===== config.mk =====
export PLATFORM = sky130hd
export DESIGN_NAME = uart_rx_deser
export DESIGN_NICKNAME = d
export VERILOG_FILES = /design/src/rtl/uart_rx_deser.sv
export SDC_FILE = /design/constraint.sdc
export NUM_CORES = 1
export LEC_CHECK = 0
export CORE_MARGIN = 2
export CORE_UTILIZATION = 59
export CTS_BUF_LIST = sky130_fd_sc_hd__clkbuf_4
export DETAILED_ROUTE_END_ITERATION = 8
export MAX_ROUTING_LAYER = met4
export PLACE_DENSITY = 0.88
export REMOVE_ABC_BUFFERS = 1
export SETUP_SLACK_MARGIN = 0.1
export SYNTH_ARGS = -nofsm -noshare
export SYNTH_HDL_FRONTEND = slang
export SYNTH_SLANG_ARGS = --single-unit

===== constraint.sdc =====
create_clock -name clk -period 2.8 [get_ports clk]
set_input_delay 0.42 -clock clk [delete_from_list [all_inputs] [get_ports clk]]
set_output_delay 0.42 -clock clk [all_outputs]
set_load 0.02 [all_outputs]

===== src/rtl/uart_rx_deser.sv =====
// UART receive deserializer: 8N1, LSB first, idle high, mid-bit sampling.
// Define UART_RX_PARITY_EN to switch the frame to 8E1 with a PARITY state.
module uart_rx_deser #(
   parameter int CLK_DIV = 260,
   parameter int CNT_W   = 16
) (
   input  logic       clk,
   input  logic       reset,
   input  logic       rx,
   output logic       rx_busy,
   output logic       rx_end,
   output logic [7:0] rx_data,
   output logic       rx_err
);

`ifdef UART_RX_PARITY_EN
   typedef enum logic [2:0] {IDLE, START, DATA, PARITY, STOP} state_t;
`else
   typedef enum logic [1:0] {IDLE, START, DATA, STOP} state_t;
`endif

   localparam logic [CNT_W-1:0] HALF_M1 = CNT_W'(CLK_DIV / 2 - 1);
   localparam logic [CNT_W-1:0] DIV_M1  = CNT_W'(CLK_DIV - 1);

   state_t           state_reg, state_next;
   logic             rx_meta_reg, rx_s_reg;
   logic [CNT_W-1:0] div_cnt_reg, div_cnt_next;
   logic [2:0]       bit_cnt_reg, bit_cnt_next;
   logic [7:0]       shift_reg, shift_next;
   logic [7:0]       rx_data_reg, rx_data_next;
   logic             rx_busy_reg, rx_busy_next;
   logic             rx_end_reg, rx_end_next;
   logic             rx_err_reg, rx_err_next;
`ifdef UART_RX_PARITY_EN
   logic             par_err_reg, par_err_next;
`endif

   // rx is asynchronous to clk; nothing downstream looks at it before rx_s_reg.
   always_ff @(posedge clk) begin
      if (reset) begin
         rx_meta_reg <= 1'b1;
         rx_s_reg    <= 1'b1;
      end else begin
         rx_meta_reg <= rx;
         rx_s_reg    <= rx_meta_reg;
      end
   end

   always_ff @(posedge clk) begin
      if (reset) begin
         state_reg   <= IDLE;
         div_cnt_reg <= '0;
         bit_cnt_reg <= '0;
         shift_reg   <= '0;
         rx_data_reg <= '0;
         rx_busy_reg <= 1'b0;
         rx_end_reg  <= 1'b0;
         rx_err_reg  <= 1'b0;
`ifdef UART_RX_PARITY_EN
         par_err_reg <= 1'b0;
`endif
      end else begin
         state_reg   <= state_next;
         div_cnt_reg <= div_cnt_next;
         bit_cnt_reg <= bit_cnt_next;
         shift_reg   <= shift_next;
         rx_data_reg <= rx_data_next;
         rx_busy_reg <= rx_busy_next;
         rx_end_reg  <= rx_end_next;
         rx_err_reg  <= rx_err_next;
`ifdef UART_RX_PARITY_EN
         par_err_reg <= par_err_next;
`endif
      end
   end

   always_comb begin
      state_next   = state_reg;
      div_cnt_next = div_cnt_reg + CNT_W'(1);
      bit_cnt_next = bit_cnt_reg;
      shift_next   = shift_reg;
      rx_data_next = rx_data_reg;
      rx_end_next  = 1'b0;
      rx_err_next  = 1'b0;
`ifdef UART_RX_PARITY_EN
      par_err_next = par_err_reg;
`endif
      case (state_reg)
         IDLE: begin
            div_cnt_next = '0;
            if (!rx_s_reg) state_next = START;
         end
         START: begin
            // A start bit that is high again at its midpoint was a glitch.
            if (div_cnt_reg == HALF_M1) begin
               div_cnt_next = '0;
               bit_cnt_next = '0;
`ifdef UART_RX_PARITY_EN
               par_err_next = 1'b0;
`endif
               state_next   = rx_s_reg ? IDLE : DATA;
            end
         end
         DATA: begin
            if (div_cnt_reg == DIV_M1) begin
               div_cnt_next = '0;
               shift_next   = {rx_s_reg, shift_reg[7:1]};
               if (bit_cnt_reg == 3'd7) begin
                  bit_cnt_next = '0;
`ifdef UART_RX_PARITY_EN
                  state_next   = PARITY;
`else
                  state_next   = STOP;
`endif
               end else begin
                  bit_cnt_next = bit_cnt_reg + 3'd1;
               end
            end
         end
`ifdef UART_RX_PARITY_EN
         PARITY: begin
            if (div_cnt_reg == DIV_M1) begin
               div_cnt_next = '0;
               par_err_next = (^shift_reg) ^ rx_s_reg;
               state_next   = STOP;
            end
         end
`endif
         STOP: begin
            // Returning to IDLE at mid stop bit lets the next start edge be caught.
            if (div_cnt_reg == DIV_M1) begin
               div_cnt_next = '0;
               state_next   = IDLE;
`ifdef UART_RX_PARITY_EN
               if (rx_s_reg && !par_err_reg) begin
`else
               if (rx_s_reg) begin
`endif
                  rx_end_next  = 1'b1;
                  rx_data_next = shift_reg;
               end else begin
                  rx_err_next  = 1'b1;
               end
            end
         end
         default: begin
            state_next   = IDLE;
            div_cnt_next = '0;
         end
      endcase
      rx_busy_next = (state_next != IDLE);
   end

   assign rx_busy = rx_busy_reg;
   assign rx_end  = rx_end_reg;
   assign rx_err  = rx_err_reg;
   assign rx_data = rx_data_reg;

endmodule


## After elaboration in Yosys (flattened, before gate mapping)

Cells that the tools add are included.

| word-level totals | value |
|---|---|
| flip-flop bits (word level) | 42 |
| output and inout bits | 11 |
| word-level logic and storage cells | 46 |

| operators by class | value |
|---|---|
| $add $sub $neg | 2 |
| equal/unequal tests | 8 |
| multiplexer cells | 16 |
| bitwise gates (word level) | 2 |
| reductions and logical operators | 8 |

Operators by type and width:

| kind | count |
|---|---|
| 16-bit one-hot mux with 3 select lines | 1 |
| 16-bit 2-to-1 mux | 2 |
| 16-bit by 1-bit adder with 16-bit output, second input constant | 1 |
| 16-bit by 8-bit == test with 1-bit output, second input constant | 1 |
| 16-bit by 9-bit == test with 1-bit output, second input constant | 1 |
| 2-bit 2-to-1 mux | 6 |
| 3-bit 2-to-1 mux | 3 |
| 2-bit one-hot mux with 4 select lines | 1 |
| 3-bit one-hot mux with 2 select lines | 1 |
| 3-bit AND reduction | 2 |
| 2-bit == test, second input constant | 2 |
| 2-bit inequality test, second input constant | 2 |
| 2-bit nonzero test | 2 |
| 3-bit by 1-bit adder with 3-bit output, second input constant | 1 |
| 3-bit == test, second input constant | 1 |
| 3-bit OR reduction | 1 |
| 2-bit by 1-bit == test with 1-bit output, second input constant | 1 |
| 2-bit logical NOT | 1 |
| 1-bit 2-to-1 mux | 2 |
| 1-bit NOT | 2 |
| 2-bit AND reduction | 1 |
| 2-bit OR reduction | 1 |

## Depth between registers and ports, before layout

| depth | value |
|---|---|
| depth in word-level cells | 5 |
| gate-level depth with buffers | 8 |

## Worst setup path after synthesis

OpenSTA, ideal clock, no wires.

| path | value |
|---|---|
| path kind | reg-to-reg |
| from | reg div_cnt_reg[11] |
| to | reg bit_cnt_reg[0] |
| library setup time | 0.070 ns |
| data arrival time | 2.416 ns |
| required time | 2.730 ns |
| path slack | 0.314 ns |
| cell stages (with the launch flop) | 6 |
| period minus slack after synthesis | 2.486 ns |
| cells stage by stage | dfxtp_1 -> or4_4 -> or4_1 -> a221o_1 -> or4b_1 -> a21oi_1 |

| on the way | value |
|---|---|
| word-level cells in the longest chain between the ends | 3 |
| elaborated cells on any way between the ends | 5 |

Ends and longest elaborated chain:

| item | line | RTL |
|---|---|---|
| from (decl) | 27 | `logic [CNT_W-1:0] div_cnt_reg, div_cnt_next;` |
| from (signal assigned) | 64 | `div_cnt_reg <= div_cnt_next;` |
| 16-bit by 9-bit == test with 1-bit output or 16-bit by 8-bit == test with 1-bit output (tied branches) | 105, 95 |  |
| 2-bit inequality test (no source line) | - |  |
| 3-bit AND reduction (no source line) * | - |  |
| to (signal assigned) | 65 | `bit_cnt_reg <= bit_cnt_next;` |
| to (decl) | 28 | `logic [2:0] bit_cnt_reg, bit_cnt_next;` |

Mark *: on every way between the ends. The rest lies on a longest branch, timed or not.
A chain may end at the register's enable or synchronous reset.

## Worst setup path after layout

Same ends and word-level chain as after synthesis.

==> summary.txt <==
Largest area contributor in the netlist: dfxtp_1
Status: finished clean
Die W: 59.1 um
Post-synth top cells: dfxtp_1, nor2_1, nand2_1, nand3_1, a21oi_1
R2R setup slack: 170 ps
CTS Hold Bufs: 0
Synth Cell Area: 1790 um^2
Max incr delay on CP: 580 ps
Leakage: 0.760 nW
Max Slew Vio Count: 0
Total power density per cell area: 625 nW/um^2
Minimum clock period: 2630 ps
CTS Root Cell: clkbuf_4
Drt initial violations: 56
Synth Instances: 198
Largest net degree at the start of global routing: 26
Clock sink count: 42
Yosys cell types: 32
DIE AREA: 3490 um^2
Period utilization: 94.1%
Top post-synthesis cells by area: dfxtp_1, nor2_1, ha_1, xnor2_1, mux2i_1
Dpl cells: 237
Total track usage: 23.0%
Yosys top cell area share: 47.0%
Max reg flops: 16
GR Overflow Total: 0
Critical Path Fanout Max: 6
Routed via count: 1429
Synth Flop Type: dfxtp_1
Clock Path Buffers: 2
Synth Warn #: 0
Most common cell in the netlist: dfxtp_1
Num CTS Buffers: 5
Crit. End Element: flip-flop
# DRC: 0
Slew HR: 60.2%
Storage element area: 841 um^2
Routed Antenna Nets: 0
Max cap viols: 0
Final clock skew: 4.90 ps
Worst path slowest cell: or4_4
Setup_tns: 0 ps
FFs w/ async S/R, synth: 0%
Die Ht: 59.1 um
First-pass GRT wire length: 5780 um
Class of the worst hold path: reg -> reg
Worst-Margin Slew: 581 ps
Vias in the first global route: 1360
Crit-path cells: or4_4, or4_4, a221o_1, or4b_1, a21oi_1
Drt pass-1 iters: 4
Avg Cell Area, Syn: 9.04 um^2
Multi-input gate area: 895 um^2
Initial antenna violation count: 0
IO Count: 14
Final cell count without fillers: 245
TritonCTS clock tree: built
Fin nets: 224
CTS H-tree lvls: 2
EDFF count, synth: 0
Starting Density: 63.2%
Share of layout cells above drive strength 1: 9.81%
Post-synthesis sequential area ratio: 47.0%
Critical path launch point type: flip-flop
Wire length per cell: 13.9 um
PortBufs: 13
Final wirelength: 3410 um
Core area: 2830 um^2
Arrival time at the worst endpoint: 2920 ps
Fillers: 219
Ant. Diodes: 0
Detailed Place HPWL: 2460 um
Maximum clock rate: 380 MHz
Crit-path most repeated cell: or4_4
Hold Vio Cnt, Final: 0
CP Class: reg -> reg
Final setup fails: 0
FP Rows: 19
CTS clock-pin slew for the worst setup and hold paths: 120 ps
Maximum vdd ir drop: 0.000412 V
Area Overhead vs Synth: 13.3%
Routability cong.: 0.877
Clk_lat worst skew: 350 ps
RSZ-0062 raised after global routing: false
Vias/cell: 5.83
Critical Path RT: 3090 ps
#FFs+latches synth: 42
report_power, final:
part	internal, W	switching (W)
registers	0.000622	0.0000249
logic	0.000101	0.000139
clock network	0.000185	0.000194
routing by layer:
layer / GRT usage (%) / routed length [um]
met1: 26.7 / 1500
met2: 34.9 / 1680
met3: 6.77 / 119
met4: 14.0 / 110
met5: - / 0
final timing paths:
kind                   startpoint             end  cells past startpoint
setup / recovery  div_cnt_reg[11]  bit_cnt_reg[0]                      5
hold / removal        rx_meta_reg        rx_s_reg                      1
setup reg to reg  div_cnt_reg[11]  bit_cnt_reg[0]                      5
hold reg to reg       rx_meta_reg        rx_s_reg                      1
layout make-up:
type | count | share of cell area [%]
multi-input cells | 141 | 44.1
flip-flops and latches | 42 | 41.5
repair buffers | 15 | 7.16
clock inverters | 3 | 1.98
well taps | 31 | 1.91
clock buffers | 5 | 1.85
inverters | 8 | 1.48
stage by stage:
step | instance area, um^2 | utilization, % | setup slack (ps) | hold slack [ps] | total power, W
final | 2030 | 71.6 | 166 | 434 | 0.00127
after global routing | 2030 | 71.6 | 102 | 448 | 0.00133
after CTS | 2020 | 71.5 | 179 | 437 | 0.00127
after detailed placement | 1950 | 68.8 | 213 | 409 | 0.000901
after global placement | 1950 | 68.8 | 268 | 411 | 0.000882
after floorplan | 1760 | - | 314 | 389 | 0.000834
timing repair:
item / 4_1_cts / 5_1_grt
resized for setup: 0 / 1
setup endpoints to repair: 0 / 1
buffers inserted: 0 / 0
critical path: cells and delay by family, from the launching register on:
kind	cells	cell delay, ps
flip-flops	1	370
AND/OR/NAND/NOR	3	1630
AO/OA/AOI/OAI	2	580
cell usage in the layout (no fill, tap or decap), types with 2 or more instances in the layout:
master,Yosys,layout
xnor2_1,11,11
or4_4,3,4
nor3_1,4,4
mux2i_1,9,9
inv_1,8,8
a21oi_1,12,12
nand3_1,15,15
dfxtp_1,42,42
ha_1,8,8
xor2_1,3,3
clkbuf_4,0,5
or2_2,3,3
a31o_2,2,2
nand3b_1,2,2
nor2_1,32,32
nand4_1,2,2
nand2_1,18,18
buf_4,0,2
clkdlybuf4s50_1,0,13
and3_1,2,2
nor4_1,2,2
clkinv_2,0,2
logic make-up after synthesis:
logic type      after synthesis  synth area share, %
simple gates                 89                 24.8
mux                           9                 5.04
flops                        42                 47.0
compound gates               21                 7.55
fa+ha+maj                     8                 5.59
xor+xnor                     14                 6.85
buf+inv                      15                 3.22
Note: power is estimated with default switching activity, not from simulation.
